`src/rtl/finn_axis_pkg.sv`:
```
`default_nettype none
// ============================================================================
// finn_axis_pkg : shared types, sizing helpers and tkeep helper for AXIS blocks
// Revision: 1.0
// ============================================================================
package finn_axis_pkg;

  typedef enum logic [1:0] {
    IDLE = 2'd0,
    SEND = 2'd1,
    DONE = 2'd2
  } axis_src_state_t;

  localparam int unsigned DEFAULT_TDATA_WIDTH = 512;
  localparam int unsigned DEFAULT_WORD_WIDTH  = 32;
  localparam int unsigned MAX_KEEP_WIDTH      = 128;

  function automatic int unsigned axis_bytes(input int unsigned width);
    return width / 8;
  endfunction

  function automatic int unsigned axis_lanes(input int unsigned width, input int unsigned word);
    return width / word;
  endfunction

  localparam int unsigned BYTES = axis_bytes(DEFAULT_TDATA_WIDTH);
  localparam int unsigned LANES = axis_lanes(DEFAULT_TDATA_WIDTH, DEFAULT_WORD_WIDTH);

  // Byte enables of the final beat; callers truncate to their own keep width.
  function automatic logic [MAX_KEEP_WIDTH-1:0] last_keep(input logic [31:0] len,
                                                          input int unsigned bytes);
    logic [31:0]               rem;
    logic [MAX_KEEP_WIDTH-1:0] full;
    rem = len % bytes;
    if (bytes >= MAX_KEEP_WIDTH) full = '1;
    else full = (MAX_KEEP_WIDTH'(1) << bytes) - MAX_KEEP_WIDTH'(1);
    if (rem == 32'd0) return full;
    return (MAX_KEEP_WIDTH'(1) << rem) - MAX_KEEP_WIDTH'(1);
  endfunction

endpackage
`default_nettype wire

```
`src/rtl/finn_axis_pattern_lanes.sv`:
```
`default_nettype none
// ============================================================================
// finn_axis_pattern_lanes : combinational base-word to full-beat pattern expander
// Revision: 1.0
// ============================================================================
module finn_axis_pattern_lanes
  import finn_axis_pkg::*;
#(
  parameter int unsigned DATA_WIDTH = 512,
  parameter int unsigned WORD_WIDTH = 32
) (
  input  logic [31:0]           base,
  output logic [DATA_WIDTH-1:0] data
);

  localparam int NUM_LANES = int'(axis_lanes(DATA_WIDTH, WORD_WIDTH));

  // Lane 0 sits in the LSBs; each lane is base + index, wrapping at 2^32.
  for (genvar i = 0; i < NUM_LANES; i++) begin : g_lane
    logic [31:0] sum;
    assign sum = base + 32'(i);
    assign data[i*WORD_WIDTH +: WORD_WIDTH] = WORD_WIDTH'(sum);
  end

endmodule
`default_nettype wire

```
`src/rtl/finn_axis_pattern_source.sv`:
```
`default_nettype none
// ============================================================================
// finn_axis_pattern_source : run-time configurable AXI4-Stream pattern transmitter
// Revision: 1.0
// ============================================================================
module finn_axis_pattern_source
  import finn_axis_pkg::*;
#(
  parameter int unsigned C_M_AXIS_TDATA_WIDTH = 512,
  parameter int unsigned C_WORD_WIDTH         = 32
) (
  input  logic                              ap_clk,
  input  logic                              ap_rst_n,
  input  logic                              ctrl_start,
  input  logic [31:0]                       ctrl_xfer_size_in_bytes,
  input  logic [31:0]                       ctrl_seed,
  output logic                              ctrl_busy,
  output logic                              ctrl_done,
  output logic                              m_axis_tvalid,
  input  logic                              m_axis_tready,
  output logic [C_M_AXIS_TDATA_WIDTH-1:0]   m_axis_tdata,
  output logic [C_M_AXIS_TDATA_WIDTH/8-1:0] m_axis_tkeep,
  output logic                              m_axis_tlast
);

  localparam int AXIS_BYTES = int'(axis_bytes(C_M_AXIS_TDATA_WIDTH));
  localparam int AXIS_LANES = int'(axis_lanes(C_M_AXIS_TDATA_WIDTH, C_WORD_WIDTH));

  axis_src_state_t                   state, state_next;
  logic [31:0]                       len_reg, len_next;
  logic [31:0]                       base, base_next;
  logic [32:0]                       remaining, remaining_next;
  logic [32:0]                       start_beats;
  logic                              valid_next, last_next, busy_next, done_next;
  logic [C_M_AXIS_TDATA_WIDTH-1:0]   data_next, lane_data;
  logic [AXIS_BYTES-1:0]             keep_next, start_last_keep, held_last_keep;
  logic [31:0]                       lane_base;

  // 33-bit so that a 0xFFFFFFFF length cannot overflow the rounding add.
  assign start_beats = ({1'b0, ctrl_xfer_size_in_bytes} + 33'(AXIS_BYTES - 1)) / 33'(AXIS_BYTES);
  assign start_last_keep = AXIS_BYTES'(last_keep(ctrl_xfer_size_in_bytes, AXIS_BYTES));
  assign held_last_keep  = AXIS_BYTES'(last_keep(len_reg, AXIS_BYTES));
  assign lane_base       = (state == IDLE) ? ctrl_seed : base;

  finn_axis_pattern_lanes #(
    .DATA_WIDTH (C_M_AXIS_TDATA_WIDTH),
    .WORD_WIDTH (C_WORD_WIDTH)
  ) u_lanes (
    .base (lane_base),
    .data (lane_data)
  );

  always_comb begin
    state_next     = state;
    len_next       = len_reg;
    base_next      = base;
    remaining_next = remaining;
    valid_next     = m_axis_tvalid;
    data_next      = m_axis_tdata;
    keep_next      = m_axis_tkeep;
    last_next      = m_axis_tlast;
    busy_next      = ctrl_busy;
    done_next      = ctrl_done;
    unique case (state)
      IDLE: begin
        if (ctrl_start) begin
          len_next  = ctrl_xfer_size_in_bytes;
          busy_next = 1'b1;
          if (ctrl_xfer_size_in_bytes == 32'd0) begin
            state_next = DONE;
            done_next  = 1'b1;
          end else begin
            state_next     = SEND;
            valid_next     = 1'b1;
            data_next      = lane_data;
            base_next      = ctrl_seed + 32'(AXIS_LANES);
            remaining_next = start_beats;
            last_next      = (start_beats == 33'd1);
            keep_next      = (start_beats == 33'd1) ? start_last_keep : '1;
          end
        end
      end
      SEND: begin
        if (m_axis_tvalid && m_axis_tready) begin
          if (remaining == 33'd1) begin
            state_next     = DONE;
            valid_next     = 1'b0;
            last_next      = 1'b0;
            done_next      = 1'b1;
            remaining_next = '0;
          end else begin
            data_next      = lane_data;
            base_next      = base + 32'(AXIS_LANES);
            remaining_next = remaining - 33'd1;
            last_next      = (remaining == 33'd2);
            keep_next      = (remaining == 33'd2) ? held_last_keep : '1;
          end
        end
      end
      DONE: begin
        state_next = IDLE;
        done_next  = 1'b0;
        busy_next  = 1'b0;
      end
      default: state_next = IDLE;
    endcase
  end

  always_ff @(posedge ap_clk or negedge ap_rst_n) begin
    if (!ap_rst_n) begin
      state         <= IDLE;
      len_reg       <= '0;
      base          <= '0;
      remaining     <= '0;
      m_axis_tvalid <= 1'b0;
      m_axis_tdata  <= '0;
      m_axis_tkeep  <= '0;
      m_axis_tlast  <= 1'b0;
      ctrl_busy     <= 1'b0;
      ctrl_done     <= 1'b0;
    end else begin
      state         <= state_next;
      len_reg       <= len_next;
      base          <= base_next;
      remaining     <= remaining_next;
      m_axis_tvalid <= valid_next;
      m_axis_tdata  <= data_next;
      m_axis_tkeep  <= keep_next;
      m_axis_tlast  <= last_next;
      ctrl_busy     <= busy_next;
      ctrl_done     <= done_next;
    end
  end

endmodule
`default_nettype wire

```
`config.mk`:
```
export PLATFORM = sky130hd
export DESIGN_NAME = finn_axis_pattern_source
export DESIGN_NICKNAME = d
export VERILOG_FILES = /design/src/rtl/finn_axis_pkg.sv /design/src/rtl/finn_axis_pattern_lanes.sv /design/src/rtl/finn_axis_pattern_source.sv
export SDC_FILE = /design/constraint.sdc
export NUM_CORES = 2
export LEC_CHECK = 0
export CAP_MARGIN = 20
export CORE_MARGIN = 8
export CORE_UTILIZATION = 30
export CTS_CLUSTER_DIAMETER = 80
export CTS_CLUSTER_SIZE = 12
export DETAILED_ROUTE_END_ITERATION = 8
export DONT_BUFFER_PORTS = 1
export HOLD_SLACK_MARGIN = 0.06
export PLACE_DENSITY = 0.5
export SLEW_MARGIN = 20
export SYNTH_ARGS = -nofsm -noshare
export SYNTH_HDL_FRONTEND = slang
export SYNTH_SLANG_ARGS = --single-unit
```
`constraint.sdc`:
```
create_clock -name ap_clk -period 3.9 [get_ports ap_clk]
set_clock_uncertainty 0.05 [all_clocks]
set_input_delay 0.39 -clock ap_clk [delete_from_list [all_inputs] [get_ports ap_clk]]
set_output_delay 0.39 -clock ap_clk [all_outputs]
set_load 0.005 [all_outputs]
```
==> tab_implementation.tex <==
\begin{tabular}{lr}
\hline
Metric & Value \\
\hline
\multicolumn{2}{l}{\textbf{Run status}} \\
\quad Result of the run & completed \\
\multicolumn{2}{l}{\textbf{STA}} \\
\quad Worst Hold Margin & roughly 0.088 ns \\
\quad Maximum achievable frequency & $\sim$260 MHz \\
\quad Slew HR & 0.242 \\
\quad Pins Over Slew Limit & 0 \\
\quad Setup repair after global routing missed its margin & false \\
\quad Worst Tran Pin Value & about 1.1 ns \\
\quad Post-layout min period & 3.84 ns \\
\quad Sum of negative setup slack & 0 ns \\
\quad Final worst-path cycle share & 0.985 \\
\quad Endpoints failing hold & 0 \\
\quad Final setup violation count & 0 \\
\multicolumn{2}{l}{\textbf{Finish}} \\
\quad Register ranked first by flip-flop count & m\_axis\_tdata \\
\quad Post-synthesis to final-layout area growth & 15.2\% \\
\quad Number of flip-flops in the largest register & 478 \\
\quad Nets & 4333 \\
\quad Number of fill cells in the layout & 12300 \\
\quad Leading registers by flop count & m\_axis\_tdata (478), m\_axis\_tkeep (64), remaining (33) \\
\quad Share of post-route cells with drive strength above 1 & 0.103 \\
\quad Final standard cell area without fillers & slightly above 40000 µm² \\
\multicolumn{2}{l}{\textbf{Routing}} \\
\quad WL final & 194 mm \\
\quad Remaining antenna violation count & 0 \\
\quad Routed length per instance & $\sim$33 µm \\
\quad Via total after detailed routing & around 33000 \\
\quad DR DRC count & 0 \\
\quad Drt via density & approximately 5.8 \\
\quad Total iterations of the first detailed-routing run & 6 \\
\quad DRC marker count from the first detailed-route iteration & roughly 4000 \\
\multicolumn{2}{l}{\textbf{Placed design}} \\
\quad Post-place instance area & between 30000 and 40000 µm² \\
\quad Global placer's final weighted congestion & around 0.99 \\
\quad HPWL reported at the end of detailed placement & $\sim$140 mm \\
\quad Port buffer count & 0 \\
\multicolumn{2}{l}{\textbf{Critical path}} \\
\quad CP Data Required Time & roughly 4.4 ns \\
\quad Crit-path cells & or2\_2 -> buf\_4 -> mux2i\_4 -> or4\_1 -> nor3\_1 -> buf\_4 -> nand3\_1 -> xnor2\_1 -> a21oi\_1 \\
\quad Worst r2r src & state[0]\$\_DFFE\_PN0P\_ \\
\quad Number of cells on the worst reg-to-reg path & 9 \\
\quad Critical-path top delay cell & sky130\_fd\_sc\_hd\_\_or4\_1 \\
\quad Register-to-register path setup slack & 0.06 ns \\
\quad Sort of element at the end of the critical path & flip-flop \\
\quad Type of the worst setup path & reg -> reg \\
\quad Critical Path Most Common Cell & sky130\_fd\_sc\_hd\_\_buf\_4 \\
\quad Capture point of the worst reg-to-reg path & m\_axis\_tdata[59]\$\_DFFE\_PN0P\_ \\
\quad Kind of start point of the critical path & flip-flop \\
\quad CP arrival & between 4 and 5 ns \\
\quad Largest stage delay on the critical path & $\sim$0.74 ns \\
\quad Max Fanout on Critical Path & 16 \\
\multicolumn{2}{l}{\textbf{Clocking}} \\
\quad CTS tree & yes \\
\quad Clock sink count & slightly above 600 \\
\quad H-tree Lvls & 3 \\
\quad Clk root buf & sky130\_fd\_sc\_hd\_\_clkbuf\_16 \\
\quad Number of buffers added by the clock tree synthesis step & 67 \\
\quad Reg clk slew, reported paths & 0.07 ns \\
\quad Clock latency on the worst-skew pair & about 0.66 ns \\
\quad Clock Tree Buf Depth & 3 \\
\multicolumn{2}{l}{\textbf{GRT}} \\
\quad Antenna violations before repair & 6 \\
\quad Via count of the first global-routing pass & around 32000 \\
\quad Global-route wire length before repair & approximately 270 mm \\
\quad Maximum number of pins on one net before global-route repair & between 600 and 700 \\
\quad Total track usage & 0.285 \\
\quad Remaining global-route overflow & 0 \\
\multicolumn{2}{l}{\textbf{Hold path}} \\
\quad Min-delay worst type & in -> async \\
\multicolumn{2}{l}{\textbf{Yosys}} \\
\quad Top cells by area, synth & sky130\_fd\_sc\_hd\_\_dfrtp\_1, sky130\_fd\_sc\_hd\_\_a21oi\_1, sky130\_fd\_sc\_hd\_\_nor2\_1 \\
\quad Count of mapped cells out of synthesis & 4234 \\
\quad Sequential area share after synthesis & 0.438 \\
\quad Area fraction of the dominant cell type after synthesis & 0.438 \\
\quad Mapped Nets & around 4300 \\
\quad Library cell occupying the most area in the post-synthesis netlist & sky130\_fd\_sc\_hd\_\_dfrtp\_1 \\
\quad Yosys warning total & 0 \\
\quad Count of different cell masters after synthesis & between 90 and 100 \\
\quad Top flip-flop cell by instance count after synthesis & sky130\_fd\_sc\_hd\_\_dfrtp\_1 \\
\quad EDFF count, synth & 0 \\
\quad Fraction of registers with async set or reset after synthesis & 1.00 \\
\quad Synth Cell Area & approximately 35000 µm² \\
\quad Number of synthesized register bits & 619 \\
\quad Post-synthesis average cell area & 8.36 µm² \\
\multicolumn{2}{l}{\textbf{Power}} \\
\quad Reported net switching power & between 9 and 10 mW \\
\quad Comb pwr share & 0.252 \\
\quad Seq pwr share & 0.467 \\
\quad Power per cell area & $\sim$550 nW/µm² \\
\quad Proportion of power drawn by the clock network & 0.281 \\
\quad Sw frac & 0.409 \\
\quad Total leakage power & around 16 nW \\
\quad Post-route total power & $\sim$22 mW \\
\quad Peak ir drop on the vdd network & between 200 and 300 µV \\
\quad Cell-internal power & between 10 and 15 mW \\
\multicolumn{2}{l}{\textbf{Job}} \\
\quad \# Max-Cap Violations & 0 \\
\multicolumn{2}{l}{\textbf{Die}} \\
\quad Die Ht & approximately 360 µm \\
\quad Die W & $\sim$360 µm \\
\quad Area enclosed by the die boundary & approximately 130000 µm² \\
\quad Initial core utilization & 0.301 \\
\quad Core region area & around 120000 µm² \\
\quad Std cell rows & approximately 130 \\
\quad Top-level port count & roughly 650 \\
\hline
\end{tabular}
==> final cells by class <==
| class | instances | area [µm²] | share of cell area |
|---|---|---|---|
| Tap cell | 1536 | 1920 | 0.0472 |
| Timing Repair Buffer | 325 | 2930 | 0.0720 |
| Clock inverter | 20 | 238 | 0.00583 |
| Antenna cell | 3 | 7.51 | 0.000184 |
| Multi-Input combinational cell | 3199 | 18300 | 0.449 |
| Clock buffer | 70 | 1720 | 0.0422 |
| Inverter | 34 | 128 | 0.00313 |
| Sequential cell | 619 | 15500 | 0.380 |
==> worst max-delay path, delay by kind of cell (launching register included) <==
kind	cells	cell delay, ns
simple gates	4	1.81
buf+inv	2	0.61
flops	1	0.42
xor+xnor	1	0.36
mux	1	0.29
compound gates	1	0.12
==> placed cells by master, fill, tap and decap left out, types with 35 or more instances in the layout <==
cell type                       count
sky130_fd_sc_hd__nor2_1           741
sky130_fd_sc_hd__and2_1            35
sky130_fd_sc_hd__nand3_1          103
sky130_fd_sc_hd__xor2_1           187
sky130_fd_sc_hd__buf_4            232
sky130_fd_sc_hd__nand2_1          369
sky130_fd_sc_hd__a31oi_1           44
sky130_fd_sc_hd__clkbuf_16         68
sky130_fd_sc_hd__a21oi_1          568
sky130_fd_sc_hd__dlygate4sd3_1     69
sky130_fd_sc_hd__o21ai_0          229
sky130_fd_sc_hd__nor3_1            98
sky130_fd_sc_hd__dfrtp_1          619
sky130_fd_sc_hd__nor4_1            37
sky130_fd_sc_hd__xnor2_1          229
sky130_fd_sc_hd__o22ai_1           35
==> power groups by stage <==
stage	clock network (mW)	logic (mW)	registers, mW
after floorplan	0	3.51	9.08
after global placement	0	5.18	10.6
after detailed placement	0	5.21	10.6
after CTS	6.39	5.36	10.5
after global routing	6.58	6.04	10.6
final	6.26	5.62	10.4
==> per-layer routing <==
metal | share of wire | up-vias | GRT usage
li1 | - | 14600 | -
met1 | 0.38 | 16800 | 0.342
met2 | 0.45 | 1746 | 0.457
met3 | 0.12 | 350 | 0.116
met4 | 0.045 | 2 | 0.111
met5 | 0.000041 | - | 0
==> cells by family after synthesis <==
logic type,count (synthesis),synth area share
buf+inv,417,0.0521
fa+ha+maj,19,0.00672
mux,68,0.0202
compound gates,1115,0.181
simple gates,1580,0.200
flops,619,0.438
xor+xnor,416,0.103
==> worst max path at each step <==
| stage | startpoint | endpoint |
|---|---|---|
| 2_1_floorplan | state[1]$_DFFE_PN0P_ | m_axis_tdata[319]$_DFFE_PN0P_ |
| 3_3_place_gp | state[0]$_DFFE_PN0P_ | m_axis_tdata[510]$_DFFE_PN0P_ |
| 3_5_place_dp | state[0]$_DFFE_PN0P_ | m_axis_tdata[510]$_DFFE_PN0P_ |
| 4_1_cts | state[0]$_DFFE_PN0P_ | m_axis_tdata[59]$_DFFE_PN0P_ |
| 5_1_grt | state[0]$_DFFE_PN0P_ | base[30]$_DFFE_PN0P_ |
| 6_report | state[0]$_DFFE_PN0P_ | m_axis_tdata[59]$_DFFE_PN0P_ |
==> metrics by stage <==
step,cells,worst slack [ns],util
2_1_floorplan,4234,0.115,-
3_3_place_gp,5628,-0.0673,0.322
3_5_place_dp,5628,-0.0769,0.322
4_1_cts,5790,0.0648,0.345
5_1_grt,5803,0.0377,0.347
6_report,5806,0.0603,0.347
==> timing repair <==
item / in CTS / in global routing
hold endpoints to repair: 735 / 174
setup buffers: 3 / 7
endpoints found under the setup margin: 4 / 6
hold buffers: 69 / 1
resized for setup: 0 / 6
gates cloned: 0 / 1
pin swaps: 2 / 1
==> synthesized netlist by cell type (20+ instances only) <==
cell / number
sky130_fd_sc_hd__nor2_1: 742
sky130_fd_sc_hd__dfrtp_1: 619
sky130_fd_sc_hd__a21oi_1: 569
sky130_fd_sc_hd__nand2_1: 369
sky130_fd_sc_hd__o21ai_0: 229
sky130_fd_sc_hd__xnor2_1: 229
sky130_fd_sc_hd__clkbuf_1: 226
sky130_fd_sc_hd__xor2_1: 187
sky130_fd_sc_hd__nand3_1: 103
sky130_fd_sc_hd__nor3_1: 99
sky130_fd_sc_hd__buf_2: 97
sky130_fd_sc_hd__a31oi_1: 44
sky130_fd_sc_hd__mux2i_1: 42
sky130_fd_sc_hd__nor4_1: 38
sky130_fd_sc_hd__buf_4: 37
sky130_fd_sc_hd__and2_1: 36
sky130_fd_sc_hd__o22ai_1: 35
sky130_fd_sc_hd__inv_1: 29
sky130_fd_sc_hd__nand4_1: 29
sky130_fd_sc_hd__or3_1: 26
sky130_fd_sc_hd__mux2_2: 24
sky130_fd_sc_hd__o21ai_1: 24
sky130_fd_sc_hd__or4_1: 21
sky130_fd_sc_hd__a211oi_1: 20
sky130_fd_sc_hd__buf_1: 20
Power figures use the tool's default switching activity.
